## src/rtl/router_pkg.sv

```systemverilog
// Shared router types and helpers for the scheduler slice.
package router_pkg;
  localparam int ADDR_W  = 2;
  localparam int NUM_DST = 4;

  typedef logic [ADDR_W-1:0] router_addr_t;

  // Bit offset of element idx in a packed vector of width-bit elements.
  function automatic int req_slice(input int idx, input int width);
    return idx * width;
  endfunction
endpackage

```

## src/rtl/router_rr_scheduler_rr_pick.sv

```systemverilog
// Combinational round-robin picker: first eligible index at or after rr_ptr, wrapping.
// Zero latency; no state, no handshake of its own.
module rr_pick #(
  parameter int N     = 4,
  parameter int IDX_W = $clog2(N)
) (
  input  logic [N-1:0]     eligible,
  input  logic [IDX_W-1:0] rr_ptr,
  output logic [N-1:0]     grant,
  output logic [IDX_W-1:0] grant_idx,
  output logic             any_grant
);
  always_comb begin
    grant     = '0;
    grant_idx = '0;
    any_grant = 1'b0;
    // Wrapped segment first, then the segment at/after rr_ptr overrides it;
    // descending order leaves the lowest index of each segment as the winner.
    for (int j = N - 1; j >= 0; j--) begin
      if (eligible[j] && (j < int'(rr_ptr))) begin
        grant     = '0;
        grant[j]  = 1'b1;
        grant_idx = IDX_W'(j);
        any_grant = 1'b1;
      end
    end
    for (int j = N - 1; j >= 0; j--) begin
      if (eligible[j] && (j >= int'(rr_ptr))) begin
        grant     = '0;
        grant[j]  = 1'b1;
        grant_idx = IDX_W'(j);
        any_grant = 1'b1;
      end
    end
  end
endmodule

```

## src/rtl/router_rr_scheduler.sv

```systemverilog
// Round-robin scheduler sharing one router input among NUM_REQ requesters.
// One-cycle registered output; requesters to back-pressured destinations are skipped.
module router_rr_scheduler
  import router_pkg::*;
#(
  parameter int  DATA_WIDTH = 32,
  parameter int  NUM_REQ    = 4,
  localparam int IDX_W      = $clog2(NUM_REQ)
) (
  input  logic                          clk,
  input  logic                          resetn,
  input  logic                          arb_en,
  input  logic [NUM_REQ-1:0]            req_valid,
  input  logic [NUM_REQ*DATA_WIDTH-1:0] req_data,
  input  logic [NUM_REQ*ADDR_W-1:0]     req_addr,
  output logic [NUM_REQ-1:0]            req_ready,
  input  logic [NUM_DST-1:0]            dst_ready,
  output logic [DATA_WIDTH-1:0]         rt_din,
  output logic                          rt_din_en,
  output logic [ADDR_W-1:0]             rt_addr,
  output logic [IDX_W-1:0]              grant_id
);
  logic [NUM_REQ-1:0]    eligible;
  logic [NUM_REQ-1:0]    grant;
  logic [IDX_W-1:0]      grant_idx;
  logic                  any_grant;
  router_addr_t          addr_i;

  logic [IDX_W-1:0]      rr_ptr_d, rr_ptr_q;
  logic [DATA_WIDTH-1:0] rt_din_d, rt_din_q;
  logic                  rt_din_en_d, rt_din_en_q;
  router_addr_t          rt_addr_d, rt_addr_q;
  logic [IDX_W-1:0]      grant_id_d, grant_id_q;

  // Gating with resetn keeps req_ready low for the whole reset interval.
  always_comb begin
    eligible = '0;
    addr_i   = '0;
    for (int i = 0; i < NUM_REQ; i++) begin
      addr_i      = req_addr[req_slice(i, ADDR_W) +: ADDR_W];
      eligible[i] = resetn & arb_en & req_valid[i] & dst_ready[addr_i];
    end
  end

  rr_pick #(
    .N     (NUM_REQ),
    .IDX_W (IDX_W)
  ) u_pick (
    .eligible  (eligible),
    .rr_ptr    (rr_ptr_q),
    .grant     (grant),
    .grant_idx (grant_idx),
    .any_grant (any_grant)
  );

  assign req_ready = grant;

  always_comb begin
    rr_ptr_d    = rr_ptr_q;
    rt_din_d    = '0;
    rt_din_en_d = 1'b0;
    rt_addr_d   = '0;
    grant_id_d  = '0;
    for (int i = 0; i < NUM_REQ; i++) begin
      if (grant[i]) begin
        rt_din_d  = req_data[req_slice(i, DATA_WIDTH) +: DATA_WIDTH];
        rt_addr_d = req_addr[req_slice(i, ADDR_W) +: ADDR_W];
      end
    end
    if (any_grant) begin
      rt_din_en_d = 1'b1;
      grant_id_d  = grant_idx;
      // Explicit wrap so non-power-of-two NUM_REQ works.
      rr_ptr_d    = (grant_idx == IDX_W'(NUM_REQ - 1)) ? '0 : grant_idx + IDX_W'(1);
    end
  end

  always_ff @(posedge clk or negedge resetn) begin
    if (!resetn) begin
      rr_ptr_q    <= '0;
      rt_din_q    <= '0;
      rt_din_en_q <= 1'b0;
      rt_addr_q   <= '0;
      grant_id_q  <= '0;
    end else begin
      rr_ptr_q    <= rr_ptr_d;
      rt_din_q    <= rt_din_d;
      rt_din_en_q <= rt_din_en_d;
      rt_addr_q   <= rt_addr_d;
      grant_id_q  <= grant_id_d;
    end
  end

  assign rt_din    = rt_din_q;
  assign rt_din_en = rt_din_en_q;
  assign rt_addr   = rt_addr_q;
  assign grant_id  = grant_id_q;
endmodule
```

## config.mk

```make
export PLATFORM = sky130hd
export DESIGN_NAME = router_rr_scheduler
export DESIGN_NICKNAME = d
export VERILOG_FILES = /design/src/rtl/router_pkg.sv /design/src/rtl/router_rr_scheduler_rr_pick.sv /design/src/rtl/router_rr_scheduler.sv
export SDC_FILE = /design/constraint.sdc
export NUM_CORES = 1
export LEC_CHECK = 0
export CAP_MARGIN = 40
export CORE_AREA = 3 3 71 73
export CTS_BUF_LIST = sky130_fd_sc_hd__clkbuf_2 sky130_fd_sc_hd__clkbuf_4 sky130_fd_sc_hd__clkbuf_8
export DETAILED_ROUTE_END_ITERATION = 8
export DIE_AREA = 0 0 74 76
export DONT_BUFFER_PORTS = 1
export PLACE_DENSITY_LB_ADDON = 0.12
export RECOVER_POWER = 25
export SLEW_MARGIN = 10
export SYNTH_ARGS = -nofsm -noshare
export SYNTH_HDL_FRONTEND = slang
export SYNTH_SLANG_ARGS = --single-unit
```

## constraint.sdc

```tcl
create_clock -name clk -period 1.99 [get_ports clk]
set_input_delay 0.199 -clock clk [delete_from_list [all_inputs] [get_ports clk]]
set_output_delay 0.199 -clock clk [all_outputs]
set_load 0.02 [all_outputs]
```

# After elaboration in Yosys (flattened, before gate mapping)

Cells that the tools add are included.

Register bits after elaboration: 39
Input bits: 147
Logic and storage cells: 72

Add/subtract/negate cells: 1
Magnitude comparators: 10
Eq/ne operators: 1
Multiplexer cells: 40
Bitwise operators: 9
Reduce and logical (&&, ||, !) cells: 6

Operators with widths:

| kind                                                                 | number |
|---|---|
| 32-bit two-way mux                                                   | 4 |
| 2-bit two-way mux                                                    | 13 |
| 4-bit two-way mux                                                    | 6 |
| 2-bit by 3-bit < comparator with 1-bit output, second input constant | 4 |
| 1-bit two-way mux                                                    | 12 |
| 1-bit bitwise AND                                                    | 9 |
| 1-bit binary-select mux with 2-bit select                            | 4 |
| 1-bit logical AND                                                    | 6 |
| 1-bit by 2-bit >= comparator with 1-bit output, first input constant | 2 |
| 1-bit by 2-bit < comparator with 1-bit output, first input constant  | 2 |
| 3-bit two-way mux                                                    | 1 |
| 2-bit by 1-bit adder with 2-bit output, second input constant        | 1 |
| 2-bit equality test, second input constant                           | 1 |
| 2-bit >= comparator, first input constant                            | 1 |
| 2-bit < comparator, first input constant                             | 1 |

# Depth between registers and ports, before layout

Gate-level depths: netlist of the first run.

Depth in word-level cells: 15
Depth in mapped cells: 8
Gate-level depth less buffers: 7

# Hierarchy

A second synthesis of the first run with hierarchy kept.

Cells, all modules: 212
Area, all modules: 2180.8 um^2

Modules (own cells, without submodules):

| module              | instances | cells an instance | area each (um^2) | seq. area each (um^2) |
|---|---|---|---|---|
| router_rr_scheduler | 1         | 180               | 1980.6           | 975.9 |
| rr_pick             | 1         | 32                | 200.2            | 0.0 |

# Worst setup path before layout of the first run

No wires, ideal clock.

Kind: register -> register
Start point: register rr_ptr_q[1]
End point: register rt_din_q[21] (netlist: rt_din[21])
Library setup time: 128 ps
Data arrival time: 1989 ps
Path slack: -127 ps
Stages on the path, launching flop included: 9
Path buffers: 2
Cell sequence: dfrtp_1 clkbuf_1 inv_1 a221oi_1 o32a_1 clkinv_1 clkbuf_1 a221oi_1 o21ai_1

Elaborated cells on any way between the ends: 23
Classes of those cells: order compare (6); mux (11); reduce/logical (6)

RTL lines:

| what                                | RTL line                          | text |
|---|---|---|
| start: declaration                  | router_rr_scheduler.sv:29         | `logic [IDX_W-1:0] rr_ptr_d, rr_ptr_q;` |
| start signal: assignment            | router_rr_scheduler.sv:86         | `rr_ptr_q <= rr_ptr_d;` |
| 2-bit < comparator                  | router_rr_scheduler_rr_pick.sv:20 | `if (eligible[j] && (j < int'(rr_ptr))) begin` |
| 1-bit logical AND                   | router_rr_scheduler_rr_pick.sv:20 |  |
| 3-bit two-way mux                   | router_rr_scheduler_rr_pick.sv:20 |  |
| 4-bit two-way mux (2 in a row)      | router_rr_scheduler_rr_pick.sv:20 |  |
| 4-bit two-way mux (3 in a row)      | router_rr_scheduler_rr_pick.sv:28 | `if (eligible[j] && (j >= int'(rr_ptr))) begin` |
| 4-bit two-way mux (*)               | router_rr_scheduler_rr_pick.sv:28 |  |
| via req_ready[2]                    | router_rr_scheduler.sv:16         | `output logic [NUM_REQ-1:0] req_ready,` |
| 32-bit two-way mux (*) (2 in a row) | router_rr_scheduler.sv:65         | `if (grant[i]) begin` |
| via rt_din_d[21]                    | router_rr_scheduler.sv:30         | `logic [DATA_WIDTH-1:0] rt_din_d, rt_din_q;` |
| end signal: assignment              | router_rr_scheduler.sv:87         | `rt_din_q <= rt_din_d;` |
| end: declaration                    | router_rr_scheduler.sv:30         |  |

Mark *: on every way through the listed nets, which the timed path passes. The rest lies on a longest branch.
A chain may end at the register's enable or synchronous reset.

# Worst setup path after layout of the first run

Start point: register rr_ptr_q[0]
End point: output req_ready[1]

Longest elaborated chain between the ends: 8
Elaborated cells on any way between the ends: 16
Classes of those cells: order compare (5); mux (6); reduce/logical (5)

RTL lines:

| what                                          | RTL line |
|---|---|
| 1-bit by 2-bit < comparator with 1-bit output | router_rr_scheduler_rr_pick.sv:20 |
| 1-bit logical AND                             | router_rr_scheduler_rr_pick.sv:20 |
| 4-bit two-way mux (2 in a row)                | router_rr_scheduler_rr_pick.sv:20 |
| 4-bit two-way mux (3 in a row)                | router_rr_scheduler_rr_pick.sv:28 |
| 4-bit two-way mux (*)                         | router_rr_scheduler_rr_pick.sv:28 |
| end: declaration                              | router_rr_scheduler.sv:16 |

Every way passes the cells marked *; elsewhere a longest branch is shown, timed or not.

==> results of run 1 <==
==> metrics by stage <==
stage	cell area [um2]	setup TNS [ns]	power, mW	util (%)	setup WS (ns)
after floorplan	2190	-0.0381	1.39	-	-0.00476
after global placement	2330	-0.0434	1.51	52.7	-0.0339
after detailed placement	2330	-0.622	1.53	52.7	-0.0702
after CTS	2470	0	2.15	55.9	0.00223
after global routing	2490	-0.0174	2.27	56.5	-0.0103
final	2490	0	2.14	56.5	0.0627
==> kinds of logic after synthesis <==
logic type | share of synthesized area (%)
compound gates | 31.6
simple gates | 14.6
flops | 44.6
buf+inv | 5.54
mux | 3.66
==> state kept, by name, summed over array words and instances (netlist names) <==
signal,count
rt_din,32
grant_id,2
rt_addr,2
rt_din_en,1
rr_ptr_q,2
==> Yosys cell counts, drive strengths merged (2+ instances only) <==
master  number  area share, %
a21oi       17            3.9
a221oi      21            8.4
a222oi      14            6.4
buf         10            3.3
clkbuf       9            1.5
dfrtp       39             45
inv          3           0.51
mux2i        8            3.7
nand2       27            4.6
nand2b       4            1.1
nand4        2           0.57
nor2        37            6.3
o211a        2           0.91
o21ai       23            5.3
o22a         5            2.4
o32ai        2           0.80
or2          2           0.57
==> layout make-up <==
type | count | area, um2
Tap cell | 52 | 65.1
Inverter | 4 | 15.0
Clock inverter | 1 | 7.51
Multi-Input combinational cell | 176 | 1120
Sequential cell | 39 | 976
Clock buffer | 7 | 96.3
Fill cell | 408 | 1920
Timing Repair Buffer | 23 | 218
==> power breakdown <==
| part | internal [mW] | switching [mW] | total, mW |
|---|---|---|---|
| clock | 0.315 | 0.278 | 0.593 |
| sequential | 0.908 | 0.190 | 1.10 |
| combinational | 0.199 | 0.254 | 0.453 |
==> worst min-delay path by stage <==
stage	from	endpoint	slack [ns]	cells after the start
after floorplan	resetn	grant_id[0]$_DFF_PN0_	-0.1	0
after global placement	resetn	rt_din[10]$_DFF_PN0_	-0.1	0
after detailed placement	resetn	rt_din[10]$_DFF_PN0_	-0.1	0
after CTS	req_data[117]	rt_din[21]$_DFF_PN0_	0.02	2
after global routing	req_data[115]	rt_din[19]$_DFF_PN0_	0.02	2
final	req_data[125]	rt_din[29]$_DFF_PN0_	0.03	2
==> what timing repair did <==
action / in CTS / in global routing
resized for setup: 3 / 3
pin swaps: 1 / 2
endpoints found under the hold margin: 39 / 0
setup endpoints to repair: 3 / 15
hold buffers: 2 / 0
setup buffers: 0 / 3
==> routing by layer <==
metal	track usage [%]	share of wire (%)	vias to the layer above
met2	42.3	54	145
li1	-	-	927
met4	7.07	1.3	0
met1	27.8	35	968
met5	0	0	-
met3	4.88	10	11
==> worst max-delay path: stages (launching register included) <==
cell,delay [ns]
dfrtp_1,0.39
or4_4,0.55
o211a_4,0.17
buf_6,0.16
buf_4,0.16
==> results.toml, run 1 <==
[status]
status = "finished, final reports clean"

[clock_network]
cts-root-buf = "clkbuf_8"
clk_pin_slew_worst_paths_ns = 0.08
cts.path.max_buffers = 2
clk_latency_ns = 0.29
clock_sinks = 39
cts-htree-levels = 2
cts_tree = "done"
cts_buffers = 5

[sta]
worst_slew_margin_rel_pct = 34.8
drv_slew = 0
fin_crit_ns = 1.93
rsz0062_at_grt = "true"
worst_pin_slew_ns = 0.978
setup_viol = 0
clock_skew_ns = 0.00734
fmax_ghz = 0.519
fin_crit_sh_pct = 96.9
finalHoldViolCount = 0
hold_slack_ns = 0.0272

[floorplanning]
start_util_pct = 49.6
dieArea_um2 = 5620
rows = 24
die_h_um = 76
core-area_um2 = 4410
num_io_pins = 188
die_w_um = 74

[critical_path]
cp.arrival_ns = 1.73
crit_path_end_kind = "output port"
timing.rr.start = "rr_ptr_q[0]$_DFFE_PN0P_"
critPathLaunch = "rr_ptr_q[0]$_DFFE_PN0P_"
rrSetupSlack_ns = 0.08
worstRegToRegCells = 5
path_class = "reg -> out"
worstPathRequired_ns = 1.79
start_kind = "flip-flop"
path_max_fanout = 19
worstSetupEndpoint = "req_ready[1]"
critical_path.reg2reg.endpoint = "rt_din[23]$_DFF_PN0_"

[yosys]
seq_area_frac_synth_pct = 44.6
synth.distinct_cells = 34
synthFlopType = "dfrtp_1"
syn_nets = 385
synthCells = 238
async_flop_share_pct = 100
synth_area_um2 = 2190
synth_edf_count = 0
synth_seq_cells = 39
avgSynthCellArea_um2 = 9.20
ys_warn_count = 0

[detailed_routing]
wl_mm = 7.00
drt_first_iter_violations = 213
vias_per_cell = 6.79
wl_per_cell_um = 23.2
drtPass1Iterations = 6
drtAntennaViolNets = 0
vias = 2051
drc = 0

[pwr]
p_leak_nw = 1.06
power-per-cell-area_nw_per_um2 = 859
ir_worst_vdd_v = 0.000495

[placement]
dp_cells = 289
gp_congestion = 0.839
dp_hpwl_mm = 5.32
port_buffers = 0

[final_layout]
final_cells = 302
drive_gt1_share_pct = 16.0
layout_common_cells = "dfrtp_1 (39), nor2_1 (37), nand2_1 (27)"
nets = 396
layout_commonest_cell = "dfrtp_1"
num_antenna_cells = 0
area_delta_synth_final_pct = 13.9

[global_route]
grt_max_degree = 40
first_global_vias = 2019
gr-total-overflow = 0
grt_usage_pct = 23.7
antenna_found_initial = 0
grt_pass1_wl_mm = 10.4

[run]
cap_violations = 0

[worst_hold_path]
hold_path_class = "in -> reg"
Note: power is estimated with default switching activity, not from simulation.
==> run 2: changes to the inputs <==
--- a/config.mk
+++ b/config.mk
@@ -5,15 +5,17 @@
 export SDC_FILE = /design/constraint.sdc
 export NUM_CORES = 1
 export LEC_CHECK = 0
+export BUFFER_PORTS_ARGS = -buffer_cell sky130_fd_sc_hd__buf_4
 export CAP_MARGIN = 40
-export CORE_AREA = 3 3 71 73
+export CORE_AREA = 3 3 82 84
 export CTS_BUF_LIST = sky130_fd_sc_hd__clkbuf_2 sky130_fd_sc_hd__clkbuf_4 sky130_fd_sc_hd__clkbuf_8
 export DETAILED_ROUTE_END_ITERATION = 8
-export DIE_AREA = 0 0 74 76
-export DONT_BUFFER_PORTS = 1
+export DIE_AREA = 0 0 85 87
+export MAX_ROUTING_LAYER = met4
 export PLACE_DENSITY_LB_ADDON = 0.12
 export RECOVER_POWER = 25
 export SLEW_MARGIN = 10
 export SYNTH_ARGS = -nofsm -noshare
 export SYNTH_HDL_FRONTEND = slang
+export SYNTH_HIERARCHICAL = 1
 export SYNTH_SLANG_ARGS = --single-unit
==> results.toml, run 2 <==
[placement]
port_buffers = 187
place_area_um2 = 3850
gp_congestion = 0.811
dp_hpwl_mm = 6.68

[worst_hold_path]
hold_path_class = "in -> reg"

[final_layout]
fin_util_pct = 67.9
largest_reg_flops = 32
drive_gt1_share_pct = 62.0
multi_input_area_um2 = 1120
seqCellArea_um2 = 977
fin_area_um2 = 4070
fillCellCount = 504
nets = 563
layout_commonest_cell = "buf_4"
layout_common_cells = "buf_4 (204), dfrtp_1 (38), a21oi_1 (36)"
num_antenna_cells = 0
area_delta_synth_final_pct = 86.5

[yosys]
ys_warn_count = 6
synth_xor_area_share_pct = 0
async_flop_share_pct = 100
synth_top_area_share_pct = 44.8
synthCells = 212
avgSynthCellArea_um2 = 10.3
yosysTopAreaCell = "dfrtp_1"
synth_most_common_cell = "dfrtp_1"
synth_top_family_by_area = "compound AO/OA/AOI/OAI gates"
synthSimpleGateAreaFrac_pct = 6.08
synth_edf_count = 0
muxShareOfSynthArea_pct = 6.14
synth_common_cells = "dfrtp_1 (39), a21oi_1 (37), a22oi_1 (34), o22ai_1 (33), buf_6 (9)"
syn_nets = 360
yosys.area_share.adder_pct = 0.574
synth-compound-area-share_pct = 34.0
synth_seq_cells = 39
seq_area_frac_synth_pct = 44.8
synth.area.top_cells = "dfrtp_1 (45%), a22oi_1 (12%), o22ai_1 (9.5%), a21oi_1 (8.5%), buf_6 (4.6%)"
synth.distinct_cells = 36
synthFlopType = "dfrtp_1"
synth_area_um2 = 2180

[floorplanning]
die_w_um = 85
dieArea_um2 = 7400
core-area_um2 = 5990
start_util_pct = 36.4
rows = 28
die_h_um = 87
num_io_pins = 188

[global_route]
grt_max_degree = 40
first_global_vias = 2759
antenna_found_initial = 0
gr-total-overflow = 0
grt_pass1_wl_mm = 13.0
grt_usage_pct = 22.8

[sta]
finalHoldViolCount = 0
clock_skew_ns = 0.00910
worst_pin_slew_ns = 0.970
fin_crit_ns = 1.95
drv_slew = 0
worst_slew_margin_rel_pct = 35.4
fin_crit_sh_pct = 98.1
setup_viol = 0
fmax_ghz = 0.512

[critical_path]
cp_slowest_cell = "mux4_2"
crit_path_max_incr_delay_ns = 0.45
cp.arrival_ns = 1.75
crit_path_end_kind = "output port"
crit_path_cell_trace = "buf_4 -> mux4_2 -> and3_4 -> nor2_4 -> o21bai_1 -> a21boi_2 -> buf_4 -> buf_6 -> buf_6"
path_class = "in -> out"
path_max_fanout = 7
worstPathRequired_ns = 1.79
start_kind = "input pin"

[detailed_routing]
drtPass1Iterations = 4
vias = 2610
drtAntennaViolNets = 0
drt_first_iter_violations = 86
wl_mm = 8.49
vias_per_cell = 5.32
drc = 0
wl_per_cell_um = 17.3

[pwr]
power-per-cell-area_nw_per_um2 = 607
ir_worst_vdd_v = 0.000390
p_leak_nw = 1.99

[clock_network]
clk_latency_ns = 0.29
cts.path.max_buffers = 2
cts_buffers = 5
cts-htree-levels = 2
cts-root-buf = "clkbuf_8"
clk_pin_slew_worst_paths_ns = 0.08
cts_tree = "done"
clock_sinks = 39

[run]
cap_violations = 0

[status]
status = "finished, final reports clean"
[run 2: metal layers]
layer,up-vias,global-route usage (%),routed length (um)
li1,1236,-,-
met1,1219,25.2,3010
met2,142,40.5,4570
met3,13,5.96,759
met4,0,6.76,159
met5,-,-,0
[run 2: worst paths after layout]
| path | startpoint | endpoint | slack, ns | depth (start not counted) |
|---|---|---|---|---|
| worst max-delay path | dst_ready[1] | req_ready[2] | 0.04 | 9 |
| worst min-delay path | req_data[95] | rt_din[31]$_DFF_PN0_ | 0.18 | 3 |
| worst max register to register | rr_ptr_q[0]$_DFFE_PN0P_ | rt_addr[1]$_DFF_PN0_ | 0.15 | 8 |
| worst min register to register | rr_ptr_q[1]$_DFFE_PN0P_ | rr_ptr_q[1]$_DFFE_PN0P_ | 0.66 | 1 |
| max in group asynchronous | resetn | rr_ptr_q[1]$_DFFE_PN0P_ | 0.61 | 3 |
| min in group asynchronous | resetn | grant_id[0]$_DFF_PN0_ | 0.73 | 3 |
[run 2: worst max-delay path, delay by kind of cell]
| kind | cells | cell delay, ns |
|---|---|---|
| AO/OA/AOI/OAI | 2 | 0.26 |
| buffers and inverters | 4 | 0.46 |
| multiplexers | 1 | 0.45 |
| AND/OR/NAND/NOR | 2 | 0.38 |
[run 2: stage by stage]
step           total power, mW  worst slack [ns]  hold slack, ns  instances  TNS, ns
6_report                  2.47            0.0374           0.183        491        0
3_3_place_gp              1.67            -0.188           0.294        477    -5.68
2_1_floorplan             1.24            -0.145         -0.0966        212    -4.28
4_1_cts                   2.48            0.0325           0.175        486        0
3_5_place_dp              1.68            -0.239           0.300        477    -6.44
5_1_grt                   2.59           -0.0260           0.175        491  -0.0985
[run 2: cells by family (layout without fill, tap and decap cells)]
family | after synthesis | after routing
buf+inv | 27 | 231
fa+ha+maj | 1 | 1
mux | 7 | 7
flops | 39 | 39
simple gates | 22 | 22
compound gates | 116 | 116
[run 2: final cells by class]
| class | instances | area share [%] |
|---|---|---|
| clock buffers | 6 | 1.88 |
| clock inverters | 2 | 1.48 |
| inverters | 5 | 0.461 |
| multi-input cells | 146 | 27.5 |
| flip-flops and latches | 39 | 24.0 |
| well taps | 75 | 2.31 |
| repair buffers | 218 | 42.3 |
[run 2: repair_timing]
item / 4_1_cts / 5_1_grt
pin swaps: 0 / 4
setup buffers: 0 / 5
resized for setup: 4 / 8
hold buffers: 1 / 0
endpoints found under the setup margin: 2 / 11
endpoints found under the hold margin: 39 / 0
[run 2: power by group]
part	internal (mW)	switching, mW
combinational	0.425	0.339
clock	0.515	0.276
sequential	0.871	0.0421
total	1.81	0.656
==> run 3: changes to the inputs <==
--- a/config.mk
+++ b/config.mk
@@ -11,6 +11,7 @@
 export CTS_BUF_LIST = sky130_fd_sc_hd__clkbuf_2 sky130_fd_sc_hd__clkbuf_4 sky130_fd_sc_hd__clkbuf_8
 export DETAILED_ROUTE_END_ITERATION = 8
 export DIE_AREA = 0 0 85 87
+export GPL_TIMING_DRIVEN = 0
 export MAX_ROUTING_LAYER = met4
 export PLACE_DENSITY_LB_ADDON = 0.12
 export RECOVER_POWER = 25
==> results.toml, run 3 (synthesis gave the netlist of run 2 again) <==
[global_route]
grt_max_degree = 40
gr-total-overflow = 0
grt_util_met2_pct = 38.8
grt_pass1_wl_mm = 12.7
use_met1_pct = 26.0
met3_usage_pct = 5.68
first_global_vias = 2637
top_usage_layer = "met2"
antenna_found_initial = 0
grt_usage_pct = 22.6

[critical_path]
crit_path_cell_trace = "buf_6 -> and2b_2 -> o21bai_1 -> a21boi_2 -> buf_4 -> nor2_4 -> buf_4 -> a21oi_1"
crit_path_max_incr_delay_ns = 0.41
start_kind = "flip-flop"
crit_path_frequent_cell = "buf_4"
cp.arrival_ns = 2.09
cp_slowest_cell = "dfrtp_1"
crit_path_end_kind = "flip-flop"
worstPathRequired_ns = 2.16
path_max_fanout = 10
rrSetupSlack_ns = 0.06
worstSetupPathDepth = 8
path_class = "reg -> reg"
crit_buf_inv = 3
worstRegToRegCells = 8
cpLargestDelayFamily = "buffers and inverters"

[pwr]
swShare_pct = 29.0
power_frac_seq_pct = 39.3
clkPwrFrac_pct = 25.8
power-per-cell-area_nw_per_um2 = 551
p_int_mw = 1.64
total_power_mw = 2.30
comb_power_share_pct = 34.9
switching_power_uw = 667
ir_worst_vdd_v = 0.000294
p_leak_nw = 1.99

[worst_hold_path]
hold_path_class = "in -> reg"
min_path_cells = 3

[final_layout]
num_antenna_cells = 0
fillCellCount = 496
area_delta_synth_final_pct = 91.7
layout_commonest_cell = "buf_4"
layout_common_cells = "buf_4 (194), dfrtp_1 (39), o22ai_1 (27), a21oi_1 (27), a22oi_2 (18)"
seqCellArea_um2 = 976
nets = 562
drive_gt1_share_pct = 67.7
fin_area_um2 = 4180
multi_input_area_um2 = 1260
largest_reg_flops = 32
final_cells = 490

[floorplanning]
rows = 28
core-area_um2 = 5990
die_w_um = 85
num_io_pins = 188
die_h_um = 87
start_util_pct = 36.4
dieArea_um2 = 7400

[sta]
rsz0062_at_grt = "true"
hold_slack_ns = 0.181
fmax_ghz = 0.519
fin_crit_sh_pct = 96.8
drv_slew = 0
worst_slew_margin_rel_pct = 35.6
fin_crit_ns = 1.93
finalSetupTns_ns = 0
setup_viol = 0
clock_skew_ns = 0.00263
worst_pin_slew_ns = 0.966
finalHoldViolCount = 0

[placement]
place_area_um2 = 3800
dp_cells = 474
port_buffers = 187
gp_congestion = 0.890
dp_hpwl_mm = 6.80

[run]
cap_violations = 0

[detailed_routing]
vias_per_cell = 5.40
wl_mm = 8.70
drtPass1Iterations = 6
drtAntennaViolNets = 0
drt_first_iter_violations = 94
wl_per_cell_um = 17.7
drc = 0
vias = 2644

[clock_network]
clk_latency_ns = 0.29
clock_sinks = 39
cts.path.max_buffers = 2
cts_buffers = 5
clk_pin_slew_worst_paths_ns = 0.07
cts_tree = "done"
cts-root-buf = "clkbuf_8"
cts-htree-levels = 2

[status]
status = "finished, final reports clean"
-- run 3: timing repair --
item / 4_1_cts / 5_1_grt
setup buffers: 0 / 7
endpoints found under the hold margin: 39 / 0
pin swaps: 0 / 9
gates cloned: 0 / 2
hold buffers: 2 / 0
endpoints found under the setup margin: 38 / 34
resized for setup: 8 / 49
-- run 3: area by class of cell --
| type | instances | share of cell area [%] |
|---|---|---|
| flip-flops and latches | 39 | 23.3 |
| multi-input cells | 146 | 30.2 |
| inverters | 5 | 0.449 |
| well taps | 75 | 2.24 |
| plain buffers | 19 | 4.91 |
| repair buffers | 198 | 36.4 |
| clock buffers | 8 | 2.48 |
-- run 3: worst paths after layout --
kind / startpoint / endpoint
max in group asynchronous: resetn / rt_din[27]$_DFF_PN0_
setup reg to reg: rr_ptr_q[1]$_DFFE_PN0P_ / rt_din[28]$_DFF_PN0_
hold / removal: req_data[61] / rt_din[29]$_DFF_PN0_
setup / recovery: rr_ptr_q[1]$_DFFE_PN0P_ / rt_din[28]$_DFF_PN0_
hold reg to reg: rr_ptr_q[1]$_DFFE_PN0P_ / rr_ptr_q[1]$_DFFE_PN0P_
min in group asynchronous: resetn / grant_id[0]$_DFF_PN0_
-- run 3: tightest hold or removal path: stages --
cell and delay [ns]:
buf_4 0.11, nand2_1 0.05, a31oi_1 0.07
-- run 3: power groups by stage --
stage | clock (mW) | sequential [mW] | combinational, mW
finish | 0.595 | 0.904 | 0.803
global route | 0.655 | 0.915 | 0.858
CTS | 0.613 | 0.905 | 0.763
detailed placement | 0 | 0.920 | 0.751
global placement | 0 | 0.916 | 0.738
floorplan | 0 | 1.01 | 0.235
-- run 3: routing by layer --
metal	up-vias	part of all wire, %
li1	1238	-
met1	1243	36
met2	152	53
met3	11	9.5
met4	0	1.8
met5	-	0
-- run 3: metrics by stage --
| stage | util [%] | setup slack (ns) |
|---|---|---|
| after floorplan | - | -0.145 |
| after global placement | 63.4 | -0.712 |
| after detailed placement | 63.4 | -0.722 |
| after CTS | 66.0 | 0.00134 |
| after global routing | 69.8 | -0.0331 |
| final | 69.8 | 0.0632 |
